`src/rtl/word_arb_pkg.sv`:
```
// rtl/word_arb_pkg.sv - shared types and defaults for the word stream arbiter
// Contents: arbiter state enum, default parameter values, occupancy width helper.
package word_arb_pkg;

    typedef enum logic {
        IDLE  = 1'b0,
        BURST = 1'b1
    } arb_state_t;

    localparam int DEF_WORD_WIDTH = 32;
    localparam int DEF_RATIO      = 4;
    localparam int DEF_BUF_DEPTH  = 256;
    localparam int DEF_MARGIN     = 4;

    // Occupancy must be able to hold BUF_DEPTH itself, hence the extra bit.
    function automatic int occ_width(input int depth);
        return $clog2(depth) + 1;
    endfunction

endpackage

```
`src/rtl/word_stream_arbiter_rr_pick.sv`:
```
// rtl/word_stream_arbiter_rr_pick.sv - combinational cyclic first-one finder
// Ports:
//   req   in  N   request vector
//   start in  IW  index where the cyclic search begins
//   index out IW  first set request at or after start (0 when none)
//   found out 1   any request set
module rr_pick #(
    parameter int N  = 4,
    parameter int IW = (N > 1) ? $clog2(N) : 1
) (
    input  logic [N-1:0]  req,
    input  logic [IW-1:0] start,
    output logic [IW-1:0] index,
    output logic          found
);

    logic [IW-1:0] pos;

    // Walk offsets 0..N-1 from start; the first hit wins.
    always_comb begin
        index = '0;
        found = 1'b0;
        pos   = '0;
        for (int k = 0; k < N; k++) begin
            pos = IW'((int'(start) + k) % N);
            if (!found && req[pos]) begin
                found = 1'b1;
                index = pos;
            end
        end
    end

endmodule

```
`src/rtl/word_stream_arbiter.sv`:
```
// rtl/word_stream_arbiter.sv - packet round-robin arbiter with adapter occupancy throttle
// Optional build macro: WORD_ARB_FIXED_PRIORITY_EN (lowest-index requester always wins).
// Ports:
//   clock      in  1                    system clock
//   nreset     in  1                    synchronous active-low reset
//   req_valid  in  NUM_REQ              per-requester word valid
//   req_data   in  NUM_REQ*WORD_WIDTH   requester i word in [i*WORD_WIDTH +: WORD_WIDTH]
//   req_last   in  NUM_REQ              final word of requester i's packet
//   req_ready  out NUM_REQ              one-hot or zero transfer enable
//   out_valid  out 1                    adapter data_in_valid
//   out_data   out WORD_WIDTH           adapter data_in
//   grant_id   out clog2(NUM_REQ)       current or last granted requester
//   busy       out 1                    high in BURST
//   occupancy  out clog2(BUF_DEPTH)+1   modelled adapter fill level in words
module word_stream_arbiter
    import word_arb_pkg::*;
#(
    parameter int NUM_REQ    = 4,
    parameter int WORD_WIDTH = DEF_WORD_WIDTH,
    parameter int RATIO      = DEF_RATIO,
    parameter int BUF_DEPTH  = DEF_BUF_DEPTH,
    parameter int MARGIN     = DEF_MARGIN,
    localparam int ID_W      = (NUM_REQ > 1) ? $clog2(NUM_REQ) : 1,
    localparam int OCC_W     = occ_width(BUF_DEPTH)
) (
    input  logic                          clock,
    input  logic                          nreset,
    input  logic [NUM_REQ-1:0]            req_valid,
    input  logic [NUM_REQ*WORD_WIDTH-1:0] req_data,
    input  logic [NUM_REQ-1:0]            req_last,
    output logic [NUM_REQ-1:0]            req_ready,
    output logic                          out_valid,
    output logic [WORD_WIDTH-1:0]         out_data,
    output logic [ID_W-1:0]               grant_id,
    output logic                          busy,
    output logic [OCC_W-1:0]              occupancy
);

    localparam int DRAIN_W = (RATIO > 1) ? $clog2(RATIO) : 1;

    arb_state_t             state;
    logic [ID_W-1:0]        rr_ptr;
    logic [DRAIN_W-1:0]     drain_cnt;

    logic [ID_W-1:0]        pick_index;
    logic                   pick_found;
    logic [WORD_WIDTH-1:0]  sel_data;
    logic                   sel_valid;
    logic                   sel_last;
    logic                   credit_ok;
    logic                   handshake;
    logic                   occ_inc;
    logic                   occ_dec;
    logic [ID_W-1:0]        next_ptr;

    // In fixed-priority builds rr_ptr is pinned at 0, so the search always starts at requester 0.
    rr_pick #(
        .N  (NUM_REQ),
        .IW (ID_W)
    ) u_pick (
        .req   (req_valid),
        .start (rr_ptr),
        .index (pick_index),
        .found (pick_found)
    );

    always_comb begin
        sel_data  = '0;
        sel_valid = 1'b0;
        sel_last  = 1'b0;
        for (int i = 0; i < NUM_REQ; i++) begin
            if (grant_id == ID_W'(i)) begin
                sel_data  = req_data[i*WORD_WIDTH +: WORD_WIDTH];
                sel_valid = req_valid[i];
                sel_last  = req_last[i];
            end
        end
    end

    // Headroom check uses registered occupancy only, so ready drops in the cycle the limit is reached.
    assign credit_ok = occupancy < OCC_W'(BUF_DEPTH - MARGIN);

    // Ready is forced low while reset is asserted, even before the reset edge lands.
    always_comb begin
        req_ready = '0;
        if (nreset && (state == BURST) && credit_ok) begin
            req_ready[grant_id] = 1'b1;
        end
    end

    assign handshake = nreset && (state == BURST) && credit_ok && sel_valid;
    assign occ_inc   = handshake;
    assign occ_dec   = (occupancy != '0) && (drain_cnt == DRAIN_W'(RATIO - 1));
    assign next_ptr  = (grant_id == ID_W'(NUM_REQ - 1)) ? '0 : grant_id + 1'b1;
    assign busy      = (state == BURST);

    always_ff @(posedge clock) begin
        if (!nreset) begin
            state     <= IDLE;
            rr_ptr    <= '0;
            grant_id  <= '0;
            out_valid <= 1'b0;
            out_data  <= '0;
            occupancy <= '0;
            drain_cnt <= '0;
        end else begin
            out_valid <= handshake;
            if (handshake) begin
                out_data <= sel_data;
            end

            case (state)
                IDLE: begin
                    if (pick_found) begin
                        grant_id <= pick_index;
                        state    <= BURST;
                    end
                end
                BURST: begin
                    if (handshake && sel_last) begin
`ifdef WORD_ARB_FIXED_PRIORITY_EN
                        rr_ptr <= '0;
`else
                        rr_ptr <= next_ptr;
`endif
                        state  <= IDLE;
                    end
                end
                default: state <= IDLE;
            endcase

            // Saturating occupancy; a coincident increment and decrement cancel.
            if (occ_inc && !occ_dec && (occupancy != OCC_W'(BUF_DEPTH))) begin
                occupancy <= occupancy + 1'b1;
            end else if (occ_dec && !occ_inc) begin
                occupancy <= occupancy - 1'b1;
            end

            // The drain phase only advances while the model holds words.
            if ((occupancy == '0) || (drain_cnt == DRAIN_W'(RATIO - 1))) begin
                drain_cnt <= '0;
            end else begin
                drain_cnt <= drain_cnt + 1'b1;
            end
        end
    end

endmodule

```
`config.mk`:
```
export PLATFORM = sky130hd
export DESIGN_NAME = word_stream_arbiter
export DESIGN_NICKNAME = d
export VERILOG_FILES = /design/src/rtl/word_arb_pkg.sv /design/src/rtl/word_stream_arbiter_rr_pick.sv /design/src/rtl/word_stream_arbiter.sv
export SDC_FILE = /design/constraint.sdc
export NUM_CORES = 1
export LEC_CHECK = 0
export ABC_AREA = 0
export CAP_MARGIN = 10
export CORE_ASPECT_RATIO = 0.8
export CORE_UTILIZATION = 44
export CTS_BUF_LIST = sky130_fd_sc_hd__clkbuf_4 sky130_fd_sc_hd__clkbuf_8
export DETAILED_ROUTE_END_ITERATION = 10
export PLACE_DENSITY = 0.91
export SYNTH_ARGS = -nofsm -noshare
export SYNTH_HDL_FRONTEND = slang
export SYNTH_SLANG_ARGS = --single-unit
```
`constraint.sdc`:
```
create_clock -name clock -period 5.4 [get_ports clock]
set_input_delay 1.08 -clock clock [delete_from_list [all_inputs] [get_ports clock]]
set_output_delay 1.08 -clock clock [all_outputs]
set_load 0.005 [all_outputs]
```
==> impl.org, run 1 <==
** Pwr
- VDD sags by at most 0.173 mV.
- Dividing total power by cell area gives a power density of 204 mW/mm^2.
- Int Pwr :: 0.746 mW
- Switching share of power :: 0.323
- Clock power share :: 0.196
- For this design the static power due to leakage is 2.07 nW.
- Of the total power, combinational logic draws 0.423.
- For this design the total switching power over the nets is 0.356 mW.
- Sequential cell fraction of total power :: 0.381

** Global routing
- Global-route wire length before repair :: 17300 um
- Grt ovf :: 0
- Pin count of the biggest net entering global routing :: 67
- Number of global-route vias before repair :: 3671
- Antenna violations before repair :: 0
- In the global route stage, overall resource usage came out at 0.269.

** Die
- The core region is 0.00743 sq mm.
- The die is 100 um wide.
- In this run the count of I/O pins placed on the die edge is 187.
- For this configuration, the core starts out at a cell density of 0.458.
- Die ar. :: 0.00809 sq mm
- Chip Height :: 80.7 um
- Placement Rows :: 28

** Routing
- Drc violations :: 0
- First-iteration detailed-routing DRC count :: 139
- Detail-routed via count per cell :: 5.68
- Antenna Violating Nets Remaining :: 0
- Across all layers, the routed design uses 3975 vias.
- Final routed wirelength across all metal layers :: 11800 um
- Detailed Routing Iterations Pass 1 :: 4
- Dividing the detail-routed wire length by the instance count gives 16.8 um.

** Setup path
- Counting stages on the worst path, the most repeated cell is clkdlybuf4s50_1.
- STA classifies the critical path startpoint as an input port.
- Bufs and invs on worst path :: 3
- Walking the worst path, the cells encountered are clkdlybuf4s50_1 -> buf_4 -> and3b_1 -> o21a_1 -> and2_1 -> clkdlybuf4s50_1.
- For the worst setup path, the data arrival time is 2.97 ns.
- On the critical path the largest part of the delay comes from buffers and inverters.
- STA puts the critical path data required time at 4.32 ns.
- Slowest stage cell, crit path :: clkdlybuf4s50_1
- STA classifies the critical path endpoint as an output port.
- Largest fanout on the critical path :: 29
- Worst stage delay on the critical path :: 0.51 ns
- The critical path in this run is classified as input port to output port.

** Timing
- On the final layout, the worst hold slack is 0.435 ns.
- Count of final setup violators :: 0
- The final number of hold-violating endpoints is 0.
- Final Slew Violations :: 0
- For this run, the top clock speed supported by timing is 247 MHz.
- At the pin with the least slew margin, the transition time is 1.02 ns.
- RSZ-0062 raised after global routing :: false
- Worst relative slew slack :: 0.321
- Clock Skew :: 0.00673 ns
- Final sum of negative setup slack :: 0 ns
- Period minus WS final :: 4.05 ns
- Final critical-path share of the clock period :: 0.751

** Logic synthesis
- Synthesized cell area :: 0.00340 sq mm
- Cell types occupying the most area after synthesis :: dfxtp_1, a21oi_1, o211a_1
- Cell with the most instances after synthesis :: a21oi_1
- Post-Syn Area per Cell :: 7.86 sq um
- Synth unique cells :: 52
- Of all flip-flops after synthesis, the portion carrying an async set or reset was 0.
- The synthesized design contains 0 enable-type register cells.
- Post-synth top area cell :: dfxtp_1
- Post-synthesis sequential area ratio :: 0.288
- When the netlist entered floorplanning its net count stood at 584.
- Commonest cells in the synthesized netlist :: a21oi_1, nand2_1, dfxtp_1
- Count of state elements after synthesis :: 49
- Synthesized instance count :: 433
- The share of synthesized area in the top cell type comes to 0.288.
- Among all flip-flop cells after synthesis, the most frequent one is dfxtp_1.
- Yosys synthesis warning count :: 0

** Status
- Outcome :: finished, final reports clean

** Finish
- Final core area utilization :: 0.727
- Diode insertion count for antenna repair :: 0
- At the end of the flow, the number of nets in the layout was 745.
- Growth of design area from synthesis to finish :: 58.6%
- Layout cell share with drive strength beyond 1 :: 0.0487

** Place
- Final weighted congestion of routability-driven global placement :: 0.835
- Port buffering added 186 buffers.
- Once detailed placement completed, the half-perimeter wirelength came to 8830 um.

** Clocking
- Hold_buf cts :: 0
- Number of buffers inserted by post-CTS setup repair :: 0
- The H-tree was split into 2 levels.
- Buffer cell driving the clock tree root :: clkbuf_8
- Clock tree from TritonCTS :: built
- CTS Sinks :: 49
- At the later pin of the worst-skew pair, clock insertion delay measures 0.30 ns.
- Counting the buffers created by CTS gives 5.
- Clock slew seen by the registers of the worst setup and hold paths :: 0.09 ns
- Gates resized during post-CTS repair numbered 0.
- Clock Path Buffers :: 2

** Hold path
- The tightest min-delay check is of the register to register type.

** Flow run
- The tool flagged a number of max-cap violations equal to 0.
[path summary, 6_finish.rpt]
kind                                               start                         to  slack (ns)  cells past startpoint
worst max-delay path                              nreset               req_ready[1]        1.35                      6
worst min-delay path             drain_cnt[0]$_SDFF_PP0_    drain_cnt[0]$_SDFF_PP0_        0.44                      1
worst max register to register  grant_id[0]$_SDFFE_PN0P_  occupancy[8]$_SDFFE_PN0P_        1.62                     10
worst min register to register   drain_cnt[0]$_SDFF_PP0_    drain_cnt[0]$_SDFF_PP0_        0.44                      1
[power by group through the flow]
| stage | Sequential (mW) | Clock [mW] | Combinational (mW) |
|---|---|---|---|
| floorplan | 0.425 | 0 | 0.243 |
| global placement | 0.426 | 0 | 0.445 |
| detailed placement | 0.427 | 0 | 0.461 |
| CTS | 0.419 | 0.221 | 0.464 |
| global route | 0.424 | 0.235 | 0.503 |
| finish | 0.420 | 0.216 | 0.466 |
[per-layer routing]
layer / vias up / track usage / wire length, um
met5: - / 0 / 0
met2: 141 / 0.486 / 6050
met4: 0 / 0.0971 / 340
met1: 1869 / 0.315 / 4780
li1: 1939 / - / -
met3: 26 / 0.0548 / 601
[placed cells by master, fill, tap and decap left out, drive strengths merged, types with 2 or more instances in the layout]
cell           instances
clkinvlp               3
and2                   5
clkdlybuf4s50        186
nand2                 55
nand4                  2
o31ai                  3
a21o                   2
nor4                   2
xnor2                  4
a211oi                11
o211a                 23
a21oi                 67
o31a                   3
nand3b                23
o21ai                 16
inv                    7
o211ai                23
buf                    5
dfxtp                 49
nor2                  13
ha                    12
nor2b                 15
a221oi                11
or4                    5
nor3                  15
clkbuf                 5
nand3                  7
o22ai                  2
o21a                   8
[final cells by class]
type / instances / area [sq um]
repair buffers: 191 / 1910
well taps: 105 / 131
clock buffers: 5 / 68.8
flip-flops and latches: 49 / 981
clock inverters: 3 / 22.5
inverters: 8 / 35.0
multi-input cells: 339 / 2250
fillers: 575 / 2030
[flip-flops by register name, summed over array words and instances, names as in the netlist]
signal	cells
out_data	32
occupancy	9
drain_cnt	2
grant_id	2
rr_ptr	2
busy	1
out_valid	1
[metrics by stage]
stage / setup slack, ns / instance area, sq um / cells / power (mW)
after floorplan: 2.19 / 3400 / 433 / 0.668
after global placement: 1.23 / 5310 / 692 / 0.871
after detailed placement: 1.11 / 5310 / 692 / 0.888
after CTS: 1.33 / 5400 / 700 / 1.10
after global routing: 1.22 / 5400 / 700 / 1.16
final: 1.35 / 5400 / 700 / 1.10
[cells by family (layout without fill, tap and decap cells)]
logic type | after synthesis | count (layout) | share of synthesized area
xor+xnor | 4 | 4 | 0.0103
flops | 49 | 49 | 0.288
mux | 1 | 1 | 0.00294
buf+inv | 45 | 207 | 0.0559
simple gates | 147 | 147 | 0.233
fa+ha+maj | 13 | 13 | 0.0500
compound gates | 174 | 174 | 0.360
(Power assumes the default switching activity.)
==> run 2, diff against run 1 <==
CORE_UTILIZATION = 36   (was 44)
PLACE_DENSITY = 0.79   (was 0.91)
clock period = 3.4 ns   (was 5.4 ns; I/O delays follow)
==> impl.org, run 2 (synthesis results as in run 1) <==
** Clocking
- The clock net sink count came to 49 (unchanged).
- Clock tree from TritonCTS :: built (unchanged)
- Resized cells post-CTS :: 0 (unchanged)
- H-tree levels :: 2 (unchanged)
- Clock slew seen by the registers of the worst setup and hold paths :: 0.09 ns (about the same)
- Number of buffers created by CTS :: 5 (unchanged)
- Buffer cell driving the clock tree root :: clkbuf_8 (unchanged)
- Clock Path Buffers :: 2 (unchanged)
- Clock latency reported for the late side of the worst-skew pair :: 0.29 ns (was 0.30 ns)
- The post-CTS setup buffer count was 0 (unchanged).
- The number of buffers inserted by hold repair at cts came to 0 (unchanged).

** Global routing
- The global routing met1 resource utilization came to 0.253 (was 0.315).
- Antenna violations before repair :: 0 (unchanged)
- Met2 track demand over resource in global routing :: 0.397 (was 0.486)
- Met3 routing resource usage after global routing :: 0.0603 (was 0.0548)
- The wire length of the first global-routing pass is 17300 um (about the same).
- Pin count of the biggest net entering global routing :: 68 (was 67)
- The routing layer with the top usage in global route was met2 (unchanged).
- Number of global-route vias before repair :: 3651 (was 3671)
- The remaining global-route overflow was 0 (unchanged).
- The aggregate global-route resource usage was 0.217 (was 0.269).

** Setup path
- Number of cells on the worst reg-to-reg path :: 11 (was 10)
- The startpoint of the lowest-slack register-to-register path was occupancy[4]$_SDFFE_PN0P_ (was grant_id[0]$_SDFFE_PN0P_).
- Crit path required time :: 3.62 ns (was 4.32 ns)
- The endpoint class of the critical path is a register (was output port).
- The arrival time reported for the critical path endpoint is 3.30 ns (was 2.97 ns).
- Worst Setup Start Kind :: input port (unchanged)
- Slowest stage cell, crit path :: clkdlybuf4s50_1 (unchanged)
- Internal reg-to-reg setup slack :: 0.41 ns (was 1.62 ns)
- Kind of critical path :: input port to register (was input port to output port)
- The terminus of the critical flop-to-flop path is occupancy[8]$_SDFFE_PN0P_ (unchanged).
- The highest fanout seen on the critical path came to 8 (was 29).
- Cells along the critical path :: clkdlybuf4s50_1 -> nor2b_1 -> o21ai_0 -> buf_4 -> nand4_4 -> buf_4 -> clkinv_4 -> fa_1 -> nor2b_1 -> o31a_1 -> o22a_1 -> or4_1 -> a31oi_1 (was clkdlybuf4s50_1 -> buf_4 -> and3b_1 -> o21a_1 -> and2_1 -> clkdlybuf4s50_1)
- The maximum single-stage delay on the critical path was 0.53 ns (was 0.51 ns).

** Timing
- The final number of hold-violating endpoints came to 0 (unchanged).
- Derived from the worst setup path, the maximum achievable clock frequency is 324 MHz.
- Final Slew Violations :: 0 (unchanged)
- Final sum of negative setup slack :: 0 ns (unchanged)
- Dividing the final minimum period by the clock period gives 0.908.
- Clock Skew :: 0.00607 ns (was 0.00673 ns)
- The transition time at the pin with the least slew margin is 0.788 ns (was 1.02 ns).
- Worst relative slew slack :: 0.474 (was 0.321)
- The routed design could run at a clock period as short as 3.09 ns.
- The final setup violation count was 0 (unchanged).
- RSZ-0062 raised after global routing :: false (unchanged)

** Finish
- Layout cell share with drive strength beyond 1 :: 0.0782 (was 0.0487)
- The number of inserted diodes was 0 (unchanged).
- The largest register by flop count was out_data (unchanged).
- The number of nets in the finished design was 765 (was 745).
- The signed area change from the synthesized netlist to the final layout is 62.9% (was 58.6%).
- Final cell area excluding filler cells :: 0.00555 sq mm (was 0.00540 sq mm)
- Regs by FF count: out_data: 32 flops, occupancy: 9 flops (unchanged).
- The post-layout utilization of the core came to 0.608 (was 0.727).
- Commonest cells after routing, fill and taps aside: clkdlybuf4s50_1, a21oi_1, nand2_1 (unchanged).
- The number of cells in the finished layout apart from fillers is 729 (was 700).
- The flip-flop count of the largest register, all copies and words added came to 32 (unchanged).
- Most common cell after layout, fill and taps aside :: clkdlybuf4s50_1 (unchanged)

** Hold path
- The origin of the worst min-delay path is drain_cnt[0]$_SDFF_PP0_ (unchanged).
- The capture endpoint of the worst hold path is drain_cnt[0]$_SDFF_PP0_ (unchanged).
- The number of cells traversed by the worst hold path is 1 (unchanged).
- Class of the most critical hold timing path :: register to register (unchanged)

** Die
- Starting density of the core :: 0.373 (was 0.458)
- The die area is 0.00985 sq mm (was 0.00809 sq mm).
- Die Wd :: 111 um (was 100 um)
- Core outline area :: 0.00911 sq mm (was 0.00743 sq mm)
- The site row count was 31 (was 28).
- The boundary pin count was 187 (unchanged).
- The height of the die is 89.0 um (was 80.7 um).

** Pwr
- The share of total power in sequential cells was 0.374 (was 0.381).
- The static leakage is 2.17 nW (was 2.07 nW).
- Part of the power in combinational logic :: 0.425 (was 0.423)
- Design Power :: 1.77 mW (was 1.10 mW)
- Switching share of power :: 0.306 (was 0.323)
- The design internal power came to 1.23 mW (was 0.746 mW).
- The share of power burned in the clock network came to 0.201 (was 0.196).
- The switching component of the power came to 0.542 mW (was 0.356 mW).
- The cell area power density was 320 mW/mm^2 (was 204 mW/mm^2).
- VDD IR max :: 0.173 mV (about the same)

** Place
- Port-buffer cells :: 186 (unchanged)
- The cell total after placement came to 722 (was 692).
- The final weighted congestion of routability-driven global placement was 0.819 (was 0.835).
- The area after detailed placement was 0.00546 sq mm (was 0.00531 sq mm).
- Post-detail-place hpwl :: 8810 um (was 8830 um)

** Status
- Outcome: finished, final reports clean (unchanged).

** Routing
- The total DRC errors in the routed layout came to 0 (unchanged).
- The via count came to 3909 (was 3975).
- Detail-routed via count per cell :: 5.36 (was 5.68)
- The post-route antenna net violation count came to 0 (unchanged).
- Routed len/inst :: 15.7 um (was 16.8 um)
- Final routed wirelength across all metal layers :: 11400 um (was 11800 um)
- The count of TritonRoute iterations in the first routing pass is 4 (unchanged).
- First-iteration detailed-routing DRC count :: 159 (was 139)

** Flow run
- The number of max-capacitance violations reported is 0 (unchanged).
[run 2: per-layer routing]
layer	up-vias	wire (um)
met5	-	0
met2	139	5650
met3	13	807
li1	1971	-
met1	1786	4760
met4	0	191
[run 2: worst max path at each step]
stage / to / from / slack [ns]
finish: occupancy[8]$_SDFFE_PN0P_ / req_valid[2] / 0.31
global route: occupancy[8]$_SDFFE_PN0P_ / req_valid[2] / 0.14
CTS: occupancy[8]$_SDFFE_PN0P_ / req_valid[2] / 0.33
detailed placement: occupancy[8]$_SDFFE_PN0P_ / req_valid[2] / 0.007
global placement: occupancy[8]$_SDFFE_PN0P_ / req_valid[0] / 0.04
floorplan: occupancy[8]$_SDFFE_PN0P_ / grant_id[0]$_SDFFE_PN0P_ / 0.45
[run 2: stage by stage]
step / hold WS [ns] / worst slack, ns
after floorplan: 0.407 / 0.446
after global placement: 0.416 / 0.0389
after detailed placement: 0.428 / 0.00738
after CTS: 0.441 / 0.330
after global routing: 0.477 / 0.139
final: 0.441 / 0.313
[run 2: cell type report]
cell class	instances	area [sq um]
Clock buffer	7	90.1
Fill cell	820	3570
Inverter	8	35.0
Multi-Input combinational cell	339	2250
Sequential cell	49	981
Tap cell	115	144
Timing Repair Buffer	211	2050
[run 2: power by group through the flow]
stage | combinational, mW | clock (mW) | sequential [mW]
6_report | 0.754 | 0.356 | 0.665
2_1_floorplan | 0.386 | 0 | 0.675
3_5_place_dp | 0.753 | 0 | 0.678
3_3_place_gp | 0.739 | 0 | 0.676
5_1_grt | 0.825 | 0.394 | 0.672
4_1_cts | 0.758 | 0.376 | 0.665
[run 2: worst max-delay path: cells and delay by family]
family,cells,cell delay (ns)
buffers and inverters,4,0.94
AOI/OAI and AO/OA,4,0.80
and+or+nand+nor,4,0.70
adders and majority gates,1,0.17
==> run 3, diff against run 2 <==
clock period = 2.8 ns   (was 3.4 ns; I/O delays follow)
==> impl.org, run 3 (synthesis results as in run 1) <==
** Status
- Outcome: finished with violations (was finished, final reports clean).
- The final reports fail on negative setup slack.

** Die
- Core outline area :: 0.00911 sq mm (unchanged)
- The die area is 0.00985 sq mm (unchanged).
- Die Wd :: 111 um (unchanged)
- Placement Rows :: 31 (unchanged)
- The height of the die is 89.0 um (unchanged).
- The effective utilization at floorplan is 0.373 (unchanged).
- The boundary pin count was 187 (unchanged).

** Finish
- The flip-flop count of the largest register, all copies and words added is 32 (unchanged).
- The number of inserted diodes is 0 (unchanged).
- The proportion of layout cells with a drive suffix above 1 is 0.120 (was 0.0782).
- Growth of design area from synthesis to finish :: 70.1% (was 62.9%)
- The leading cell type in the layout, fill and taps excluded was clkdlybuf4s50_1 (unchanged).
- Commonest cells after routing, fill and taps aside: clkdlybuf4s50_1, a21oi_1, nand2_1 (unchanged).
- The number of cells in the finished layout apart from fillers was 747 (was 729).
- The number of nets in the finished design was 782 (was 765).
- Register cell area after layout :: 985 sq um (was 981 sq um)
- Count of filler cells inserted in the layout :: 827 (was 820)
- Regs by FF count :: out_data: 32 flops, occupancy: 9 flops (unchanged)
- Area of the multi-input gates :: 0.00230 sq mm (was 0.00225 sq mm)
- Largest register by flop count :: out_data (unchanged)

** Timing
- Derived from the worst setup path, the maximum achievable clock frequency is 353 MHz.
- Final Slew Violations :: 0 (unchanged)
- Min Hold Slack :: 0.452 ns (was 0.441 ns)
- The final number of hold-violating endpoints was 0 (unchanged).
- Worst relative slew slack :: 0.469 (was 0.474)
- The final clock skew came to 0.0162 ns (was 0.00607 ns).
- The smallest setup slack after layout was -0.0328 ns (was 0.313 ns).
- RSZ-0062 raised after global routing :: true (was false)
- Transition at the pin with the smallest max-transition slack :: 0.795 ns (was 0.788 ns)
- Final critical-path share of the clock period :: 1.01
- Count of final setup violators :: 1 (was 0)
- The total negative slack for setup checks came to -0.0328 ns (was 0 ns).
- Period minus WS final :: 2.83 ns

** Routing
- Detailed Routing Iterations Pass 1 :: 4 (unchanged)
- The per-cell routed wire length came to 15.9 um (was 15.7 um).
- Drc violations :: 0 (unchanged)
- The routed via count divided by cell count came to 5.39 (was 5.36).
- Antenna Violating Nets Remaining :: 0 (unchanged)
- Routed vias :: 4023 (was 3909)
- The total wire length after detailed routing came to 11900 um (was 11400 um).
- First-iteration detailed-routing DRC count :: 169 (was 159)

** Pwr
- The cell area power density came to 393 mW/mm^2 (was 320 mW/mm^2).
- The total power draw is 2.28 mW (was 1.77 mW).
- VDD IR max :: 0.221 mV (was 0.173 mV)
- Leak Pwr :: 2.29 nW (was 2.17 nW)

** Clocking
- The clock latency on the worst-skew pair is 0.30 ns (was 0.29 ns).
- CTS Sinks :: 49 (unchanged)
- The CTS tree is built (unchanged).
- Buffer cell driving the clock tree root :: clkbuf_8 (unchanged)
- The number of buffers created by CTS came to 5 (unchanged).
- Hold_buf cts :: 0 (unchanged)
- Clock slew seen by the registers of the worst setup and hold paths :: 0.10 ns (was 0.09 ns)
- H-tree levels :: 2 (unchanged)
- Clock Path Buffers :: 2 (unchanged)

** Setup path
- The cell with the largest stage delay on the worst path is or4_4 (was clkdlybuf4s50_1).
- The highest fanout seen on the critical path is 10 (was 8).
- Kind of critical path :: register to register (was input port to register)
- Crit path required time :: 3.03 ns (was 3.62 ns)
- Cells along the critical path: or4_4 -> o21ai_4 -> nand4_4 -> buf_12 -> ha_4 -> nor2b_1 -> o31a_1 -> o22a_1 -> or4_1 -> a31oi_1 (was clkdlybuf4s50_1 -> nor2b_1 -> o21ai_0 -> buf_4 -> nand4_4 -> buf_4 -> clkinv_4 -> fa_1 -> nor2b_1 -> o31a_1 -> o22a_1 -> or4_1 -> a31oi_1).
- Kind of capture point of the worst setup path :: register (unchanged)
- The launching element type of the critical path was a register (was input port).
- Worst stage delay on the critical path :: 0.58 ns (was 0.53 ns)
- Data arrival time of the worst path :: 3.06 ns (was 3.30 ns)

** Global routing
- The wire length of the first global-routing pass is 18100 um (was 17300 um).
- Aggregate global-route resource usage :: 0.226 (was 0.217)
- The initial antenna violation count came to 0 (unchanged).
- Pin count of the biggest net entering global routing :: 66 (was 68)
- The number of global-route vias before repair was 3718 (was 3651).
- Grt ovf :: 0 (unchanged)

** Hold path
- The class of the tightest hold or removal check is register to register (unchanged).

** Place
- The minimum setup slack after placement came to -0.546 ns (was 0.00738 ns).
- The HPWL after detailed placement is 8960 um (was 8810 um).
- The cell total after placement is 738 (was 722).
- Final weighted congestion of routability-driven global placement :: 0.934 (was 0.819)
- Port-buffer cells :: 186 (unchanged)

** Flow run
- The number of max-capacitance violations reported was 0 (unchanged).
-- run 3: changes by cell type in the layout (fill, tap and decap cells not counted), sizes merged --
cell / before / now
buf: 25 / 41
clkbuf: 7 / 8
clkinv: 1 / 2
-- run 3: final cells by class --
| class | count | area share |
|---|---|---|
| multi-input cells | 339 | 0.397 |
| clock buffers | 7 | 0.0166 |
| inverters | 8 | 0.00605 |
| clock inverters | 1 | 0.000864 |
| flip-flops and latches | 49 | 0.170 |
| repair buffers | 228 | 0.384 |
| well taps | 115 | 0.0249 |
-- run 3: timing repair --
item                       4_1_cts  5_1_grt
pin swaps                        1        3
resized for setup                5       12
setup endpoints to repair        7       11
setup buffers                    1        0
-- run 3: worst paths after layout --
kind / startpoint / to / slack [ns] / cells after the start
min: drain_cnt[0]$_SDFF_PP0_ / drain_cnt[0]$_SDFF_PP0_ / 0.45 / 1
max: occupancy[0]$_SDFFE_PN0P_ / occupancy[8]$_SDFFE_PN0P_ / -0.03 / 10
min reg2reg: drain_cnt[0]$_SDFF_PP0_ / drain_cnt[0]$_SDFF_PP0_ / 0.45 / 1
max reg2reg: occupancy[0]$_SDFFE_PN0P_ / occupancy[8]$_SDFFE_PN0P_ / -0.03 / 10
-- run 3: per-layer routing --
layer,up-vias,global-route usage,wire length (um)
met3,10,0.0488,686
met4,0,0.0594,170
met1,1874,0.272,5080
met5,-,0,0
met2,136,0.415,5920
li1,2003,-,-
-- run 3: worst max-delay path: cells and delay by family (launching register included) --
family | cells | cell delay, ns
adder cells (fa/ha/maj) | 1 | 0.21
buffers and inverters | 1 | 0.17
AO/OA/AOI/OAI | 4 | 0.79
flip-flops | 1 | 0.34
AND/OR/NAND/NOR | 4 | 1.24
-- run 3: where the power goes --
group	internal (mW)	switching, mW
combinational	0.593	0.420
clock	0.224	0.242
sequential	0.760	0.0368
-- run 3: per-stage QoR --
step | area, sq um | util
global placement | 5610 | 0.616
global route | 5790 | 0.635
CTS | 5750 | 0.631
floorplan | 3430 | -
detailed placement | 5610 | 0.616
finish | 5790 | 0.635
